<file path="src/rtl/isa_pkg.sv">
// Shared ISA definitions: field widths, the packed instruction layout the
// instruction memory decodes, and the loader state encoding.
package isa_pkg;

   localparam int OP_W    = 3;
   localparam int REG_W   = 3;
   localparam int INSTR_W = OP_W + 2 * REG_W;

   // Field order matches the bit layout of a stored word: op [8:6], r1 [5:3], r2 [2:0].
   typedef struct packed {
      logic [OP_W-1:0]  op;
      logic [REG_W-1:0] r1;
      logic [REG_W-1:0] r2;
   } instr_t;

   typedef enum logic [1:0] {
      S_IDLE = 2'd0,
      S_LOAD = 2'd1,
      S_DONE = 2'd2,
      S_ERR  = 2'd3
   } loader_state_t;

endpackage

</file>
<file path="src/rtl/instr_loader_if.sv">
// Instruction stream (valid/ready) plus instruction-memory write port.
// The loader takes the slave side; the boot harness takes the master side.
interface instr_loader_if #(
   parameter int PC_BITS = 12
) ();
   import isa_pkg::*;

   logic                 in_valid;
   logic                 in_ready;
   logic [OP_W-1:0]      in_op;
   logic [REG_W-1:0]     in_r1;
   logic [REG_W-1:0]     in_r2;
   logic                 in_last;
   logic                 wr_en;
   logic [PC_BITS-1:0]   wr_addr;
   logic [INSTR_W-1:0]   wr_data;

   modport slave (
      input  in_valid, in_op, in_r1, in_r2, in_last,
      output in_ready, wr_en, wr_addr, wr_data
   );

   modport master (
      output in_valid, in_op, in_r1, in_r2, in_last,
      input  in_ready, wr_en, wr_addr, wr_data
   );

endinterface

</file>
<file path="src/rtl/instr_pack.sv">
// Combinational field-to-word packer, reusable by the harness and models.
module instr_pack
   import isa_pkg::*;
(
   input  logic [OP_W-1:0]  i_op,
   input  logic [REG_W-1:0] i_r1,
   input  logic [REG_W-1:0] i_r2,
   output instr_t           o_word
);

   assign o_word = {i_op, i_r1, i_r2};

endmodule

</file>
<file path="src/rtl/instr_loader.sv">
// Program loader: packs streamed instruction fields and writes them to
// sequential memory addresses. Optional feature macro: INSTR_LOADER_CHECKSUM_EN.
module instr_loader
   import isa_pkg::*;
#(
   parameter int PC_BITS = 12
) (
   input  logic               clk,
   input  logic               reset_n,
   input  logic               start,
   input  logic               abort,
   instr_loader_if.slave      bus,
   output logic               busy,
   output logic               done,
   output logic               error,
   output logic [PC_BITS:0]   word_count
`ifdef INSTR_LOADER_CHECKSUM_EN
   ,
   input  logic [INSTR_W-1:0] exp_checksum,
   output logic [INSTR_W-1:0] checksum
`endif
);

   localparam logic [PC_BITS-1:0] LAST_ADDR = '1;

   loader_state_t        r_state;
   logic [PC_BITS-1:0]   r_addr;
   logic [PC_BITS:0]     r_wordCount;
   logic                 r_wrEn;
   logic [PC_BITS-1:0]   r_wrAddr;
   logic [INSTR_W-1:0]   r_wrData;

   instr_t               w_word;
   logic                 w_accept;
   logic                 w_restart;
   logic                 w_lastOk;

   instr_pack u_pack (
      .i_op   (bus.in_op),
      .i_r1   (bus.in_r1),
      .i_r2   (bus.in_r2),
      .o_word (w_word)
   );

   // Abort wins over everything, so a beat alongside it is never taken.
   assign w_accept  = (r_state == S_LOAD) && bus.in_valid && !abort;
   assign w_restart = (r_state != S_LOAD) && start && !abort;

`ifdef INSTR_LOADER_CHECKSUM_EN
   logic [INSTR_W-1:0] r_checksum;

   always_ff @(posedge clk or negedge reset_n) begin
      if (!reset_n) begin
         r_checksum <= '0;
      end else if (w_restart) begin
         r_checksum <= '0;
      end else if (w_accept) begin
         r_checksum <= r_checksum ^ w_word;
      end
   end

   assign checksum = r_checksum;
   // The final word must be folded in before comparing against the expected value.
   assign w_lastOk = (exp_checksum == (r_checksum ^ w_word));
`else
   assign w_lastOk = 1'b1;
`endif

   always_ff @(posedge clk or negedge reset_n) begin
      if (!reset_n) begin
         r_state     <= S_IDLE;
         r_addr      <= '0;
         r_wordCount <= '0;
         r_wrEn      <= 1'b0;
         r_wrAddr    <= '0;
         r_wrData    <= '0;
      end else begin
         r_wrEn <= 1'b0;
         if (abort) begin
            r_state <= S_IDLE;
         end else begin
            case (r_state)
               S_IDLE, S_DONE, S_ERR: begin
                  if (start) begin
                     r_state     <= S_LOAD;
                     r_addr      <= '0;
                     r_wordCount <= '0;
                  end
               end
               S_LOAD: begin
                  if (bus.in_valid) begin
                     r_wrEn      <= 1'b1;
                     r_wrAddr    <= r_addr;
                     r_wrData    <= w_word;
                     r_addr      <= r_addr + PC_BITS'(1);
                     r_wordCount <= r_wordCount + (PC_BITS + 1)'(1);
                     // A last beat at the top address still completes normally.
                     if (bus.in_last) begin
                        r_state <= w_lastOk ? S_DONE : S_ERR;
                     end else if (r_addr == LAST_ADDR) begin
                        r_state <= S_ERR;
                     end
                  end
               end
               default: r_state <= S_IDLE;
            endcase
         end
      end
   end

   assign bus.in_ready = (r_state == S_LOAD);
   assign bus.wr_en    = r_wrEn;
   assign bus.wr_addr  = r_wrAddr;
   assign bus.wr_data  = r_wrData;
   assign busy         = (r_state == S_LOAD);
   assign done         = (r_state == S_DONE);
   assign error        = (r_state == S_ERR);
   assign word_count   = r_wordCount;

endmodule

</file>
<file path="src/flat_wrapper.sv">
// flat-port wrapper written by rule: the top's interface ports become plain ports
module instr_loader_flat import isa_pkg::*;
#(
   parameter int PC_BITS = 12
)
  (clk, reset_n, start, abort, busy, done, error, word_count, bus_in_valid, bus_in_op, bus_in_r1, bus_in_r2, bus_in_last, bus_in_ready, bus_wr_en, bus_wr_addr, bus_wr_data);
  instr_loader_if #(.PC_BITS(PC_BITS)) bus_i ();
  input  logic clk;
  input  logic reset_n;
  input  logic start;
  input  logic abort;
  output logic busy;
  output logic done;
  output logic error;
  output logic [PC_BITS:0] word_count;
  input wire logic [$bits(bus_i.in_valid)-1:0] bus_in_valid;
  input wire logic [$bits(bus_i.in_op)-1:0] bus_in_op;
  input wire logic [$bits(bus_i.in_r1)-1:0] bus_in_r1;
  input wire logic [$bits(bus_i.in_r2)-1:0] bus_in_r2;
  input wire logic [$bits(bus_i.in_last)-1:0] bus_in_last;
  output wire logic [$bits(bus_i.in_ready)-1:0] bus_in_ready;
  output wire logic [$bits(bus_i.wr_en)-1:0] bus_wr_en;
  output wire logic [$bits(bus_i.wr_addr)-1:0] bus_wr_addr;
  output wire logic [$bits(bus_i.wr_data)-1:0] bus_wr_data;
  assign bus_i.in_valid = bus_in_valid;
  assign bus_i.in_op = bus_in_op;
  assign bus_i.in_r1 = bus_in_r1;
  assign bus_i.in_r2 = bus_in_r2;
  assign bus_i.in_last = bus_in_last;
  assign bus_in_ready = bus_i.in_ready;
  assign bus_wr_en = bus_i.wr_en;
  assign bus_wr_addr = bus_i.wr_addr;
  assign bus_wr_data = bus_i.wr_data;
  instr_loader #(.PC_BITS(PC_BITS)) u_core (.clk(clk), .reset_n(reset_n), .start(start), .abort(abort), .bus(bus_i), .busy(busy), .done(done), .error(error), .word_count(word_count));
endmodule
</file>
<file path="config.mk">
export PLATFORM = sky130hd
export DESIGN_NAME = instr_loader_flat
export DESIGN_NICKNAME = d
export VERILOG_FILES = /design/src/rtl/isa_pkg.sv /design/src/rtl/instr_loader_if.sv /design/src/rtl/instr_pack.sv /design/src/rtl/instr_loader.sv /design/src/flat_wrapper.sv
export SDC_FILE = /design/constraint.sdc
export NUM_CORES = 1
export LEC_CHECK = 0
export CORE_MARGIN = 1.5
export CORE_UTILIZATION = 30
export CTS_CLUSTER_DIAMETER = 80
export CTS_CLUSTER_SIZE = 28
export DETAILED_ROUTE_END_ITERATION = 6
export MAX_ROUTING_LAYER = met4
export PLACE_DENSITY_LB_ADDON = 0.05
export SYNTH_ARGS = -nofsm -noshare
export SYNTH_HDL_FRONTEND = slang
export SYNTH_SLANG_ARGS = --single-unit
</file>
<file path="constraint.sdc">
create_clock -name clk -period 1.7 [get_ports clk]
set_clock_uncertainty 0.2 [all_clocks]
set_input_delay 0.34 -clock clk [delete_from_list [all_inputs] [get_ports clk]]
set_output_delay 0.34 -clock clk [all_outputs]
set_load 0.01 [all_outputs]
</file>
# After elaboration in Yosys (flattened, before gate mapping)
# Index checks and enable logic that the tools add are counted.
totals:
  reg_bits: 49
  word_cells: 38
  mem_bits_ro: 0
  mem_count: 0
  in_bits: 15
  ram_bits: 0
  out_inout_bits: 39
  latch_bits: 0
op_classes:
  mul: 0
  add_sub_neg: 2
  bitwise: 1
  n_reduce_logical: 5
  shift: 0
  div_mod_pow: 0
  order_cmp: 0
  n_mux: 15
  n_eq_ne: 9
op_table:
  columns: ["op", "n"]
  rows:
  - ["two-way mux 13 bit", 2]
  - ["case mux 13 bit (2 select lines)", 1]
  - ["two-way mux 12 bit", 2]
  - ["case mux 12 bit (2 select lines)", 1]
  - ["adder 13 x 1 -> 13 bit, second input constant", 1]
  - ["adder 12 x 1 -> 12 bit, second input constant", 1]
  - ["== test 12 bit, second input constant", 1]
  - ["two-way mux 2 bit", 5]
  - ["AND reduction 3 bit", 3]
  - ["!= test 3 bit, second input constant", 2]
  - ["== test 2 bit, second input constant", 2]
  - ["!= test 2 bit, second input constant", 2]
  - ["!= test 4 x 3 -> 1 bit, second input constant", 1]
  - ["case mux 2 bit (2 select lines)", 1]
  - ["two-way mux 1 bit", 3]
  - ["OR reduction 3 bit", 1]
  - ["== test 2 x 1 -> 1 bit, second input constant", 1]
  - ["logical NOT 2 bit", 1]
  - ["inverter 1 bit", 1]

# Depth between registers and ports, before layout
depth:
  ltp_word: 6
  mapped_depth: 6
  ltp_nobuf: 5

# By module
# Synthesis repeated with hierarchy kept, for this count alone.
hier_totals:
  hier_cells: 242
  hier_area_um2: 2262.2
modules_own_cells:
  columns: ["module", "n_inst", "seq_area_each_um2", "area_per_inst_um2", "cells_each"]
  rows:
  - ["instr_loader", 1, 1226.2, 2194.6, 233]
  - ["instr_pack", 1, 0.0, 67.6, 9]

# Worst setup path before layout
# Ideal clock, no wire load.
synth_timing:
  kind: "register -> register"
  from: "register u_core.r_wordCount[0] (netlist: u_core.word_count[0])"
  to: "register u_core.r_wordCount[12] (netlist: u_core.word_count[12])"
  t_required_ps: 1423
  setup_time_ps: 77
  n_path_buf: 0
  stages_incl_launch_ff: 6
  path_slack_ps: -142
  t_arrival_ps: 1564
  synth_period_minus_slack_ps: 1842
  cell_sequence: "dfrtp_1 -> ha_1 -> nand3_1 -> or3_4 -> or3_1 -> a21oi_1"
synth_between:
  elab_chain_cells: 3
synth_rtl:
  columns: ["item", "line", "rtl"]
  rows:
  - ["start, declared", "instr_loader.sv:28", "logic [PC_BITS:0] r_wordCount;"]
  - ["start signal, assigned", "instr_loader.sv:96", "r_wordCount <= r_wordCount + (PC_BITS + 1)'(1);"]
  - ["adder 13 x 1 -> 13 bit", "instr_loader.sv:96", null]
  - ["two-way mux 13 bit", "instr_loader.sv:91", "if (bus.in_valid) begin"]
  - ["case mux 13 bit (2 select lines)", "instr_loader.sv:82", "case (r_state)"]
# No other way between the ends. The select of a mux whose other input is x is not followed.
# A chain may end at the register's enable or synchronous reset.

# Final worst setup path
layout_timing:
  from: "register u_core.r_state[1]"
  to: "register u_core.r_addr[9]"
layout_between:
  elab_chain_cells: 4
  word_cells_on_any_way: 9
  classes_between: "5 x eq/ne; 1 x mux; 3 x reduce/logical"
layout_rtl:
  columns: ["item", "line", "rtl"]
  rows:
  - ["start, declared", "instr_loader.sv:26", "loader_state_t r_state;"]
  - ["start signal, assigned", "instr_loader.sv:99", "r_state <= w_lastOk ? S_DONE : S_ERR;"]
  - ["== test 2 bit / logical NOT 2 bit (equally long branches)", "instr_loader.sv:82", null]
  - ["OR reduction 3 bit", "instr_loader.sv:82", null]
  - ["!= test 2 bit (no line)", null, null]
  - ["AND reduction 3 bit (no line)", null, null]
  - ["end signal, assigned", "instr_loader.sv:95", "r_addr <= r_addr + PC_BITS'(1);"]
  - ["end, declared", "instr_loader.sv:27", "logic [PC_BITS-1:0] r_addr;"]
# Several ways; a longest one is shown, not always the timed one.

==> impl_metrics.toml <==
[status]
outcome = "complete, but fails checks"
violations = "setup timing"

[grt]
overflow = 0
first_global_vias = 1899
grt_max_degree = 40
antenna_found_initial = 0
grt_usage_pct = 15.56
grt_pass1_wl_mm = 8.997

[worst_setup_path]
crit_type = "register to register"
r2r_setup_slack_ns = -0.08
cp_slowest_cell = "or3_1"
max_stage_delay_ns = 0.42
crit_family = "simple AND/OR/NAND/NOR gates"
worstPathBufferInverterCount = 1
arrival_ns = 1.81
crit_path_cell_trace = "nand4bb_4 -> inv_4 -> nand4_1 -> or3_1 -> a21oi_2"
path_max_fanout = 5
cp-end-kind = "register"
required_ns = 1.73
critPathLaunchType = "register"

[logic_synthesis]
synth_common_cells = "71 x nand2_1, 49 x dfrtp_1, 13 x nor2_1"
synth.area.top_cells = "dfrtp_1 57%, nand2_1 12%, xnor2_1 2.4%"
syn_nets = 241
yosysUniqueCellTypes = 31
synth-async-reset-ratio_pct = 100.0
synth_top_area_share_pct = 57.04
synthFlopType = "dfrtp_1"
synth_simple_gate_area_share_pct = 26.14
ys_seq_elements = 49
synth_seq_area_share_pct = 57.04
synth.most_common_cell = "nand2_1"
synthXorXnorAreaFrac_pct = 4.889
synth-compound-area-share_pct = 8.091
synth-adder-area-share_pct = 1.164
synth_edf_count = 0
synth_top_family_by_area = "simple AND/OR/NAND/NOR gates"
yosys.area.top_type = "dfrtp_1"
avgSynthCellArea_um2 = 9.596
syn_inst = 224
ys.warnings.count = 0
netlist_area_mm2 = 0.002150
synth.area.mux_share_pct = 0

[clocking]
cts_tree = "yes"
path_clk_slew_ns = 0.08
numCtsBuffers = 5
worstSkewPairLatency_ns = 0.30
cts.sinks = 49
cts.path.max_buffers = 2
cts-root-buf = "clkbuf_8"
htreeDepth = 2

[cells_and_area]
fin_cells = 412
drive_above_1_share_pct = 22.15
layout.nets = 332
n_antenna_cell = 0
area_growth_pct = 50.00
design_area_mm2 = 0.003224

[routing]
routed_wl_mm = 5.172
via_per_inst = 4.619
wl_per_cell_um = 12.55
drtAntennaViolNets = 0
drc = 0
vias = 1903
firstDrtPassIters = 4
first_iter_violations = 84

[die]
dieArea_mm2 = 0.007682
fp.dieW_um = 87.65
start_util_pct = 31.29
io_pins = 54
coreArea_mm2 = 0.006869
row_count = 30
die_h_um = 87.65

[hold_path]
min_path_type = "input pin to register"

[place]
dp.cells = 392
dp_hpwl_mm = 3.537
dp_slack_ns = -0.5445
finalWeightedCongestion = 0.8473
place_area_mm2 = 0.002997
io_buffers = 53

[sta]
rsz0062_at_grt = "true"
min_period_over_period_pct = 104.5
tightest_slew_ns = 0.3053
hold_viol = 0
max_freq_mhz = 562.9
fin_ws_ns = -0.07654
fin_crit_ns = 1.777
finalSetupViolCount = 8
drv_slew = 0
slew_headroom_pct = 79.65

[run]
max-cap-violations = 0

[power_and_ir_drop]
ir_drop_v = 0.0003073
power.leakage_nw = 1.634
total_power_mw = 2.406
p_per_area_mw_per_mm2 = 746.2
[routing by layer]
metal  wire length, um  GRT usage, %  up-vias
met5                 0             -        -
met1              2499         19.67      910
li1                  -             -      937
met2              2363         24.97       46
met3               210         3.205       10
met4                98         5.051        0
[registers in the layout, indices dropped and copies added (netlist names)]
register / count
u_core.bus.wr_addr: 12
u_core.bus.wr_en: 1
u_core.r_addr: 12
u_core.bus.wr_data: 9
u_core.r_state: 2
u_core.word_count: 13
[final cells by class]
type                    count  area, um2
clock buffers               6      82.58
clock inverters             2      13.76
fillers                   718       3645
inverters                   6      25.02
multi-input cells         161      937.1
flip-flops and latches     49       1229
well taps                  96      120.1
repair buffers             92      817.0
[placed cells by master, fill, tap and decap left out, types with 6 or more instances in the layout]
| cell type | instances |
|---|---|
| xor2_1 | 6 |
| or3_1 | 8 |
| nand2_1 | 71 |
| nor2_1 | 13 |
| dlygate4sd2_1 | 34 |
| o21ai_0 | 8 |
| clkdlybuf4s50_1 | 11 |
| buf_4 | 32 |
| dfrtp_1 | 47 |
| clkbuf_8 | 6 |
| nand4_1 | 7 |
[stage by stage]
| stage | utilization, % | hold WS, ns | TNS, ns |
|---|---|---|---|
| floorplan | - | -0.1556 | -0.1186 |
| global placement | 43.62 | 0.04640 | -11.75 |
| detailed placement | 43.62 | 0.04417 | -12.13 |
| CTS | 46.58 | 0.2349 | -1.251 |
| global route | 46.94 | 0.2551 | -1.312 |
| finish | 46.94 | 0.2441 | -0.4109 |
[worst paths after layout]
| check | from | endpoint | depth (start not counted) |
|---|---|---|---|
| max | u_core.r_state[1]$_DFFE_PN0P_ | u_core.r_addr[9]$_DFFE_PN0P_ | 5 |
| min | bus_in_valid | u_core.r_state[0]$_DFFE_PN0P_ | 2 |
| max reg2reg | u_core.r_state[1]$_DFFE_PN0P_ | u_core.r_addr[9]$_DFFE_PN0P_ | 5 |
| min in group asynchronous | reset_n | u_core.bus.wr_data[0]$_DFFE_PN0P_ | 2 |
| min reg2reg | u_core.bus.wr_data[1]$_DFFE_PN0P_ | u_core.bus.wr_data[1]$_DFFE_PN0P_ | 2 |
| max in group asynchronous | reset_n | u_core.word_count[0]$_DFFE_PN0P_ | 3 |
[what timing repair did]
item / 4_1_cts / 5_1_grt
gates cloned: 0 / 0
pin swaps: 10 / 10
setup endpoints to repair: 58 / 22
buffers inserted: 11 / 3
hold buffers: 1 / 0
hold endpoints to repair: 10 / 0
gates resized for setup: 69 / 9
[cell families (layout without fill, tap and decap cells)]
| logic type | Yosys count | count (layout) |
|---|---|---|
| simple gates | 119 | 119 |
| flops | 49 | 49 |
| buf+inv | 14 | 106 |
| compound gates | 28 | 28 |
| fa+ha+maj | 2 | 2 |
| xor+xnor | 12 | 12 |
[power breakdown]
group / total, mW / switching, mW / internal [mW]
Sequential: 1.30 / 0.0516 / 1.24
Clock: 0.717 / 0.386 / 0.330
Combinational: 0.394 / 0.188 / 0.206
Total: 2.41 / 0.626 / 1.78
Note: power is estimated with default switching activity, not from simulation.
